<file path="config.mk">
export PLATFORM = sky130hd
export DESIGN_NAME = ysyx22041405_lsu
export DESIGN_NICKNAME = d
export VERILOG_FILES = /design/src/rtl/ysyx22041405_lsu.sv
export SDC_FILE = /design/constraint.sdc
export NUM_CORES = 1
export LEC_CHECK = 0
export BUFFER_PORTS_ARGS = -buffer_cell sky130_fd_sc_hd__buf_2
export CORE_AREA = 2 2 136 138
export CTS_BUF_LIST = sky130_fd_sc_hd__clkbuf_16
export DETAILED_ROUTE_END_ITERATION = 8
export DIE_AREA = 0 0 138 140
export PLACE_DENSITY = 0.75
export SLEW_MARGIN = 0
export SYNTH_ARGS = -nofsm -noshare
export SYNTH_HDL_FRONTEND = slang
export SYNTH_SLANG_ARGS = --single-unit
</file>
<file path="constraint.sdc">
create_clock -name clk -period 3.5 [get_ports clk]
set_input_delay 0.35 -clock clk [delete_from_list [all_inputs] [get_ports clk]]
set_output_delay 0.35 -clock clk [all_outputs]
set_load 0.01 [all_outputs]
</file>
<file path="src/rtl/ysyx22041405_lsu.sv">
// Load/store stage between execute and write-back: captures one instruction, runs a
// request/acknowledge access for aligned loads/stores and holds the result for write-back.
module ysyx22041405_lsu #(
    parameter int unsigned WIDTH = 32
) (
    input  logic             clk,
    input  logic             rst,
    input  logic             ex_valid,
    output logic             ex_ready,
    input  logic [WIDTH-1:0] ex_alu_result,
    input  logic [WIDTH-1:0] ex_store_data,
    input  logic [WIDTH-1:0] ex_pc,
    input  logic [WIDTH-1:0] ex_inst,
    input  logic             ex_mem_re,
    input  logic             ex_mem_we,
    input  logic [1:0]       ex_mem_size,
    input  logic             ex_mem_unsigned,
    input  logic             ex_rf_we,
    input  logic [4:0]       ex_rf_waddr,
    output logic             mem_req,
    output logic             mem_wr,
    output logic [WIDTH-1:0] mem_addr,
    output logic [WIDTH-1:0] mem_wdata,
    output logic [3:0]       mem_wstrb,
    input  logic             mem_ack,
    input  logic [WIDTH-1:0] mem_rdata,
    output logic             wb_valid,
    input  logic             wb_ready,
    output logic             wb_rf_we,
    output logic [4:0]       wb_rf_waddr,
    output logic [WIDTH-1:0] wb_rf_wdata,
    output logic [WIDTH-1:0] wb_pc,
    output logic [WIDTH-1:0] wb_inst,
    output logic             wb_misalign
);

    localparam int unsigned STRB_W = 4;

    typedef enum logic [1:0] {
        IDLE = 2'd0,
        MEM  = 2'd1,
        RESP = 2'd2
    } state_t;

    state_t state;
    state_t state_nxt;

    logic              accept;
    logic              ex_is_mem;
    logic              ex_mis;
    logic              ex_to_mem;
    logic [WIDTH-1:0]  st_wdata;
    logic [STRB_W-1:0] st_strb;

    logic [1:0]        ld_off;
    logic [1:0]        ld_size;
    logic              ld_unsigned;
    logic              ld_load;
    logic [7:0]        ld_byte;
    logic [15:0]       ld_half;
    logic [WIDTH-1:0]  ld_data;

    assign accept    = ex_valid & ex_ready;
    assign ex_is_mem = ex_mem_re | ex_mem_we;
    assign ex_to_mem = ex_is_mem & ~ex_mis;

    // Misalignment check and store lane formatting for the incoming instruction
    always_comb begin
        ex_mis   = 1'b0;
        st_wdata = ex_store_data;
        st_strb  = 4'b1111;
        case (ex_mem_size)
            2'b00: begin
                st_wdata = {4{ex_store_data[7:0]}};
                st_strb  = 4'b0001 << ex_alu_result[1:0];
            end
            2'b01: begin
                ex_mis   = ex_is_mem & ex_alu_result[0];
                st_wdata = {2{ex_store_data[15:0]}};
                st_strb  = 4'b0011 << ex_alu_result[1:0];
            end
            default: begin
                ex_mis = ex_is_mem & (|ex_alu_result[1:0]);
            end
        endcase
    end

    // Load lane extraction from the returned word
    always_comb begin
        ld_byte = mem_rdata[{ld_off, 3'b000} +: 8];
        ld_half = mem_rdata[{ld_off[1], 4'b0000} +: 16];
        case (ld_size)
            2'b00:   ld_data = {{(WIDTH-8){ld_byte[7] & ~ld_unsigned}}, ld_byte};
            2'b01:   ld_data = {{(WIDTH-16){ld_half[15] & ~ld_unsigned}}, ld_half};
            default: ld_data = mem_rdata;
        endcase
    end

    always_ff @(posedge clk) begin
        if (!rst) begin
            state <= IDLE;
        end else begin
            state <= state_nxt;
        end
    end

    always_comb begin
        state_nxt = state;
        case (state)
            IDLE: begin
                if (accept) state_nxt = ex_to_mem ? MEM : RESP;
            end
            MEM: begin
                if (mem_ack) state_nxt = RESP;
            end
            RESP: begin
                if (wb_ready) begin
                    if (accept) state_nxt = ex_to_mem ? MEM : RESP;
                    else        state_nxt = IDLE;
                end
            end
            default: state_nxt = IDLE;
        endcase
    end

    always_comb begin
        ex_ready = 1'b0;
        mem_req  = 1'b0;
        wb_valid = 1'b0;
        case (state)
            IDLE: ex_ready = 1'b1;
            MEM:  mem_req  = 1'b1;
            RESP: begin
                wb_valid = 1'b1;
                ex_ready = wb_ready;
            end
            default: ex_ready = 1'b0;
        endcase
    end

    // Capture on acceptance; a load overwrites the write-back data when memory acknowledges
    always_ff @(posedge clk) begin
        if (!rst) begin
            mem_wr      <= 1'b0;
            mem_addr    <= '0;
            mem_wdata   <= '0;
            mem_wstrb   <= '0;
            wb_rf_we    <= 1'b0;
            wb_rf_waddr <= '0;
            wb_rf_wdata <= '0;
            wb_pc       <= '0;
            wb_inst     <= '0;
            wb_misalign <= 1'b0;
            ld_off      <= '0;
            ld_size     <= '0;
            ld_unsigned <= 1'b0;
            ld_load     <= 1'b0;
        end else begin
            if (accept) begin
                mem_wr      <= ex_mem_we;
                mem_addr    <= {ex_alu_result[WIDTH-1:2], 2'b00};
                mem_wdata   <= st_wdata;
                mem_wstrb   <= ex_mem_we ? st_strb : 4'b0000;
                wb_rf_we    <= ex_rf_we & ~ex_mis;
                wb_rf_waddr <= ex_rf_waddr;
                wb_rf_wdata <= ex_alu_result;
                wb_pc       <= ex_pc;
                wb_inst     <= ex_inst;
                wb_misalign <= ex_mis;
                ld_off      <= ex_alu_result[1:0];
                ld_size     <= ex_mem_size;
                ld_unsigned <= ex_mem_unsigned;
                ld_load     <= ex_mem_re & ~ex_mem_we;
            end
            if ((state == MEM) && mem_ack && ld_load) begin
                wb_rf_wdata <= ld_data;
            end
        end
    end

endmodule

</file>
### Yosys cells after proc, flatten, opt, wreduce, memory -nomap -nowiden

Index checks and enable logic that the tools add are counted.

| storage, ports and cells | value |
|---|---|
| logic and storage cells | 62 |
| input port bits | 176 |
| output and inout bits | 175 |
| register bits after elaboration | 178 |

| cells by class | value |
|---|---|
| bitwise gates (word level) | 12 |
| shifts and indexed selects | 4 |
| reductions and logical operators | 8 |
| multiplexer cells | 16 |
| equal/unequal tests | 7 |

Operators by type and width:

| kind | count |
|---|---|
| 32-bit case mux with 2 select lines | 2 |
| 32-bit two-way mux | 2 |
| 32-bit by 6-bit variable part select with 16-bit output | 1 |
| 32-bit by 6-bit variable part select with 8-bit output | 1 |
| 2-bit two-way mux | 5 |
| 1-bit AND | 8 |
| 4-bit case mux with 2 select lines | 1 |
| 2-bit by 1-bit equality test with 1-bit output (second input constant) | 3 |
| 2-bit zero test | 3 |
| 2-bit != test (second input constant) | 3 |
| 2-bit case mux with 3 select lines | 1 |
| 4-bit two-way mux | 1 |
| 1-bit case mux with 2 select lines | 2 |
| 1-bit by 2-bit << shifter with 4-bit output (first input constant) | 1 |
| 2-bit by 2-bit << shifter with 4-bit output (first input constant) | 1 |
| 1-bit inverter | 3 |
| 3-bit AND reduction | 1 |
| 2-bit equality test (second input constant) | 1 |
| 1-bit logical AND | 2 |
| 1-bit two-way mux | 2 |
| 2-bit nonzero test | 1 |
| 2-bit OR reduction | 1 |
| 1-bit bitwise OR | 1 |

### Depth between registers and ports, before layout

| depth | value |
|---|---|
| word-level depth | 9 |
| depth in mapped cells | 7 |
| mapped depth without buffers | 4 |

### Worst setup path before layout

Ideal clock, no wire load.

| timing | value |
|---|---|
| path type | reg2reg |
| from | reg ld_off[1] |
| to | reg wb_rf_wdata[18] |
| period minus slack after synthesis | 1,500 ps |
| path buffers | 2 |
| data required time | 3,357 ps |
| arrival time | 1,357 ps |
| setup time | 143 ps |
| slack | 2,000 ps |
| stages on the path, launching flop included | 7 |
| cell sequence | dfxtp_1 -> buf_2 -> mux2i_2 -> o22ai_4 -> o21ai_4 -> buf_6 -> a211oi_2 |

| between the ends | value |
|---|---|
| word-level cells in the longest chain between the ends | 4 |
| elaborated cells between the ends (all ways) | 6 |
| classes of those cells | shift (2); mux (2); bitwise (2) |

RTL lines:

| item | RTL line | RTL |
|---|---|---|
| start: declaration | 55 | `logic [1:0] ld_off;` |
| start signal: assignment | 170 | `ld_off <= ex_alu_result[1:0];` |
| 32-bit by 6-bit variable part select with 16-bit output or 32-bit by 6-bit variable part select with 8-bit output (tied branches) | 91, 90 |  |
| 1-bit AND, on equally long branches | 94, 93 |  |
| 32-bit case mux with 2 select lines * | 92 | `case (ld_size)` |
| 32-bit two-way mux * | 175 | `if ((state == MEM) && mem_ack && ld_load) begin` |
| end signal: assignment | 166 | `wb_rf_wdata <= ex_alu_result;` |
| end signal: assignment | 176 | `wb_rf_wdata <= ld_data;` |
| end: declaration | 31 | `output logic [WIDTH-1:0] wb_rf_wdata,` |

Mark *: on every way between the ends. The rest lies on a longest branch, timed or not.
A chain may end at the register's enable or synchronous reset.

### Worst setup path in the final report

| timing | value |
|---|---|
| from | reg state[1] |
| to | reg wb_rf_wdata[23] |

| between the ends | value |
|---|---|
| word-level cells in the longest chain between the ends | 4 |
| elaborated cells between the ends (all ways) | 9 |
| classes of those cells | eq/ne (2); mux (2); bitwise (1); reduce/logical (4) |

RTL lines:

| item | RTL line | RTL |
|---|---|---|
| start: declaration | 45 | `state_t state;` |
| start signal: assignment | 103 | `state <= state_nxt;` |
| 2-bit equality test, or another cell as far along | 130 | `case (state)` |
| 1-bit case mux with 2 select lines or 1-bit logical AND (tied branches) | 130, 175 |  |
| 1-bit AND or 1-bit logical AND (tied branches) | 63, 175 |  |
| 2-bit nonzero test (no line) or 32-bit two-way mux (tied branches) | n/a |  |

Parallel ways exist; a longest one is shown, timed or not.

==> Implementation_results.wiki <==
{| class="wikitable"
! Metric !! Value
|-
| Chip width || ~140 um
|-
| Max-slew violation count || 0
|-
| WS Path Type || reg2reg
|-
| Leakage power || approximately 0.0045 uW
|-
| TritonCTS clock tree || built
|-
| Initial DRT Pass Iterations || 5
|-
| Top fanout value on the critical path || 59
|-
| Post-synthesis to final-layout area growth || 32.29%
|-
| Bufs on Longest Clock Path || 2
|-
| Number of hold violations in the final report || 0
|-
| Cells resized by post-CTS repair || 0
|-
| Worst endpoint data arrival time || approximately 2700 ps
|-
| Routability congestion estimate from global placement || approximately 0.92
|-
| Inserted Clock Buffers || 17
|-
| Achievable Freq || 0.4147 GHz
|-
| Clock input transition at the sequential cells of the worst setup and hold paths || 70 ps
|-
| Violation count after the first detailed-route iteration || around 460
|-
| Clock Latency Late Sink || 430 ps
|-
| Layout cell share with drive strength beyond 1 || about a third
|-
| Total GRT Usage || about a quarter
|-
| Fillers || roughly 1700
|-
| Syn avg cell area || ~8 um2
|-
| Worst Hold Launch || ex_pc[9]
|-
| DRC violation count after routing || 0
|-
| Maximum level of the CTS H-tree || 4
|-
| Time the final worst path needs with I/O delays and setup || 2411 ps
|-
| Max Clock Skew || approximately 11 ps
|-
| R2R Path Start || state[1]
|-
| Setup violations, final || 0
|-
| Min-Delay Path Depth || 3
|-
| CP endpoint kind || flop
|-
| Worst supply voltage drop on vdd || between 300 and 400 uV
|-
| Global-route track usage on met3 || 5.436%
|-
| Relative max-transition margin || 29.67%
|-
| Count of flip-flops with a built-in enable after synthesis || 0
|-
| Total Nets Final || about 1400
|-
| Maximum number of pins on one net before global-route repair || between 90 and 100
|-
| # diodes || 0
|-
| Proportion of synthesized chip area in sequential cells || 48.37%
|-
| Wire length of the first global-routing pass || 36560 um
|-
| Vias per inst || ~5.2
|-
| I/O pin count || 351
|-
| GR met1 Demand/Resource || approximately 31%
|-
| Vert. Die Dim || ~140 um
|-
| Final critical-path share of the clock period || 68.89%
|-
| Highest-delay cell along the critical path || nand2_4
|-
| Most common cell after layout, fill and taps aside || buf_2
|-
| Std cell rows || between 40 and 50
|-
| Worst endpoint required time || around 3800 ps
|-
| Top Usage Layer GRT || met2
|-
| Most common flop cell mapped by yosys || dfxtp_1
|-
| R2R setup slack || around 1100 ps
|-
| Buffers and inverters on the worst path || 1
|-
| Cells after DPL || roughly 1400
|-
| Drt total wl || 23630 um
|-
| Post-DRT Antenna Nets || 0
|-
| Kind of start point of the critical path || flop
|-
| Result of the run || finished, final reports clean
|-
| Buffers inserted during post-CTS setup optimization || 0
|-
| RSZ-0062 raised after global routing || false
|-
| Worst reg-to-reg path cell count || 5
|-
| Least-Margin Pin Slew || ~1100 ps
|-
| Gate family responsible for the most delay along the worst path || simple AND/OR/NAND/NOR gates
|-
| Starting density of the core || 41.44%
|-
| HPWL after detailed placement || about 17000 um
|-
| Clock Tree Root || clkbuf_16
|-
| Core ar. || roughly 18000 um2
|-
| Antenna violations before repair || 0
|-
| Commonest cells after routing, fill and taps aside || buf_2 (348), nand2_1 (281), dfxtp_1 (178)
|-
| Routed wire per std cell || 16.30 um
|-
| Met2 demand-to-capacity share in global routing || 36.84%
|-
| Setup TNS || 0 ps
|-
| Clk sink count || between 150 and 200
|-
| Via count of the first global-routing pass || between 6000 and 7000
|-
| Number of warnings printed during yosys synthesis || 0
|-
| Largest cells by area after synthesis || dfxtp_1 (48%), nand2_1 (14%), a21oi_1 (10%)
|-
| Congestion Overflow GR || 0
|-
| Number of port buffers || between 300 and 400
|-
| Number of max-cap violations || 0
|-
| Total power density per cell area || between 500 and 600 nW/um2
|-
| Count of hold-fix buffers inserted at cts || 0
|-
| Worst R2R End || wb_rf_wdata[23]
|-
| Number of stages on the worst setup path || 5
|-
| Full die area || around 19000 um2
|-
| Number of standard cells in the final layout excluding fillers || 1450
|-
| Synthesis-stage register bit count || 178
|-
| Path type of the worst min-delay path || in2reg
|-
| Series of cell instances along the critical path || nand2b_1, nand2_4, buf_12, a211oi_1, a211oi_2
|-
| Worst slack on hold paths || 155.9 ps
|-
| Number of distinct library cells after synthesis || between 40 and 50
|-
| Post-synth top area share || about half
|-
| Delay of the slowest cell on the worst path || about 590 ps
|-
| Count of mapped cells out of synthesis || 910
|-
| Synth area leader || dfxtp_1
|-
| Combined area of all synthesized cells || roughly 7400 um2
|-
| Total via count after detailed routing || roughly 7600
|-
| Terminating pin of the worst hold path || wb_pc[9]
|-
| Share of flip-flops with an asynchronous set or reset || 0%
|}
[cell families (layout without fill, tap and decap cells)]
| group | count (synthesis) | after routing | share of synthesized area (%) |
|---|---|---|---|
| AOI/OAI and AO/OA | 270 | 270 | 23.30 |
| buffers and inverters | 83 | 393 | 4.976 |
| DFF | 178 | 178 | 48.37 |
| muxes | 26 | 26 | 3.584 |
| other | 1 | 2 | 0.05090 |
| and+or+nand+nor | 352 | 352 | 19.72 |
[final cells by class]
type / instances / area (um2) / area share [%]
flip-flops and latches: 178 / 3563 / 36.56
multi-input cells: 650 / 3448 / 35.38
repair buffers: 358 / 1854 / 19.03
clock buffers: 17 / 425.4 / 4.365
well taps: 229 / 286.5 / 2.940
clock inverters: 15 / 151.4 / 1.553
inverters: 3 / 16.27 / 0.1669
[per-stage QoR]
stage / util, % / instance area (um2) / total power (uW) / setup slack [ps]
3_3_place_gp: 51.57 / 9169 / 3104 / 868.7
3_5_place_dp: 51.57 / 9169 / 3118 / 859.2
5_1_grt: 54.81 / 9746 / 5186 / 826.4
4_1_cts: 54.81 / 9746 / 5000 / 1041
2_1_floorplan: - / 7371 / 2761 / 2000
6_report: 54.81 / 9746 / 4963 / 1089
[cells in the mapped netlist, types with 3 or more instances]
cell	n
a22o_1	7
a221oi_1	16
clkbuf_1	43
o21ai_0	17
a31oi_1	7
a211oi_1	31
and3_1	16
a311oi_1	8
nor2b_1	6
a211oi_2	10
nand3b_1	3
a21oi_1	153
nor2_1	26
dfxtp_1	178
o211ai_1	4
o2111ai_1	7
buf_2	32
or3_1	8
mux2i_1	25
nand2_1	281
[worst min-delay path: stages]
cell and delay (ps):
buf_2 90, nand2_1 40, a21oi_1 50
[metal layers]
metal  part of all wire [%]  vias to the layer above
met3                    6.4                       55
met5                      0                        -
li1                       -                     3731
met4                    3.3                        0
met1                     43                     3453
met2                     47                      322
[state kept, by name (all words and copies together) (netlist names), 2 cells and up]
name and cells:
mem_wdata 32, wb_inst 32, wb_pc 32, wb_rf_wdata 32, mem_addr 30, wb_rf_waddr 5, mem_wstrb 4, ld_off 2
ld_size 2, state 2
[power by group]
group / switching, uW / internal, uW
sequential: 81.8 / 2170
combinational: 493 / 331
clock: 886 / 1000
total: 1460 / 3500
[worst max path at each step]
| stage | from | to | slack, ps |
|---|---|---|---|
| floorplan | ld_off[1] | wb_rf_wdata[18] | 2000 |
| global placement | wb_ready | wb_rf_wdata[23] | 870 |
| detailed placement | wb_ready | wb_rf_wdata[23] | 860 |
| CTS | state[1] | wb_rf_wdata[23] | 1040 |
| global route | state[1] | wb_rf_wdata[23] | 830 |
| finish | state[1] | wb_rf_wdata[23] | 1090 |
No activity file was read; power rests on OpenSTA's default activity.
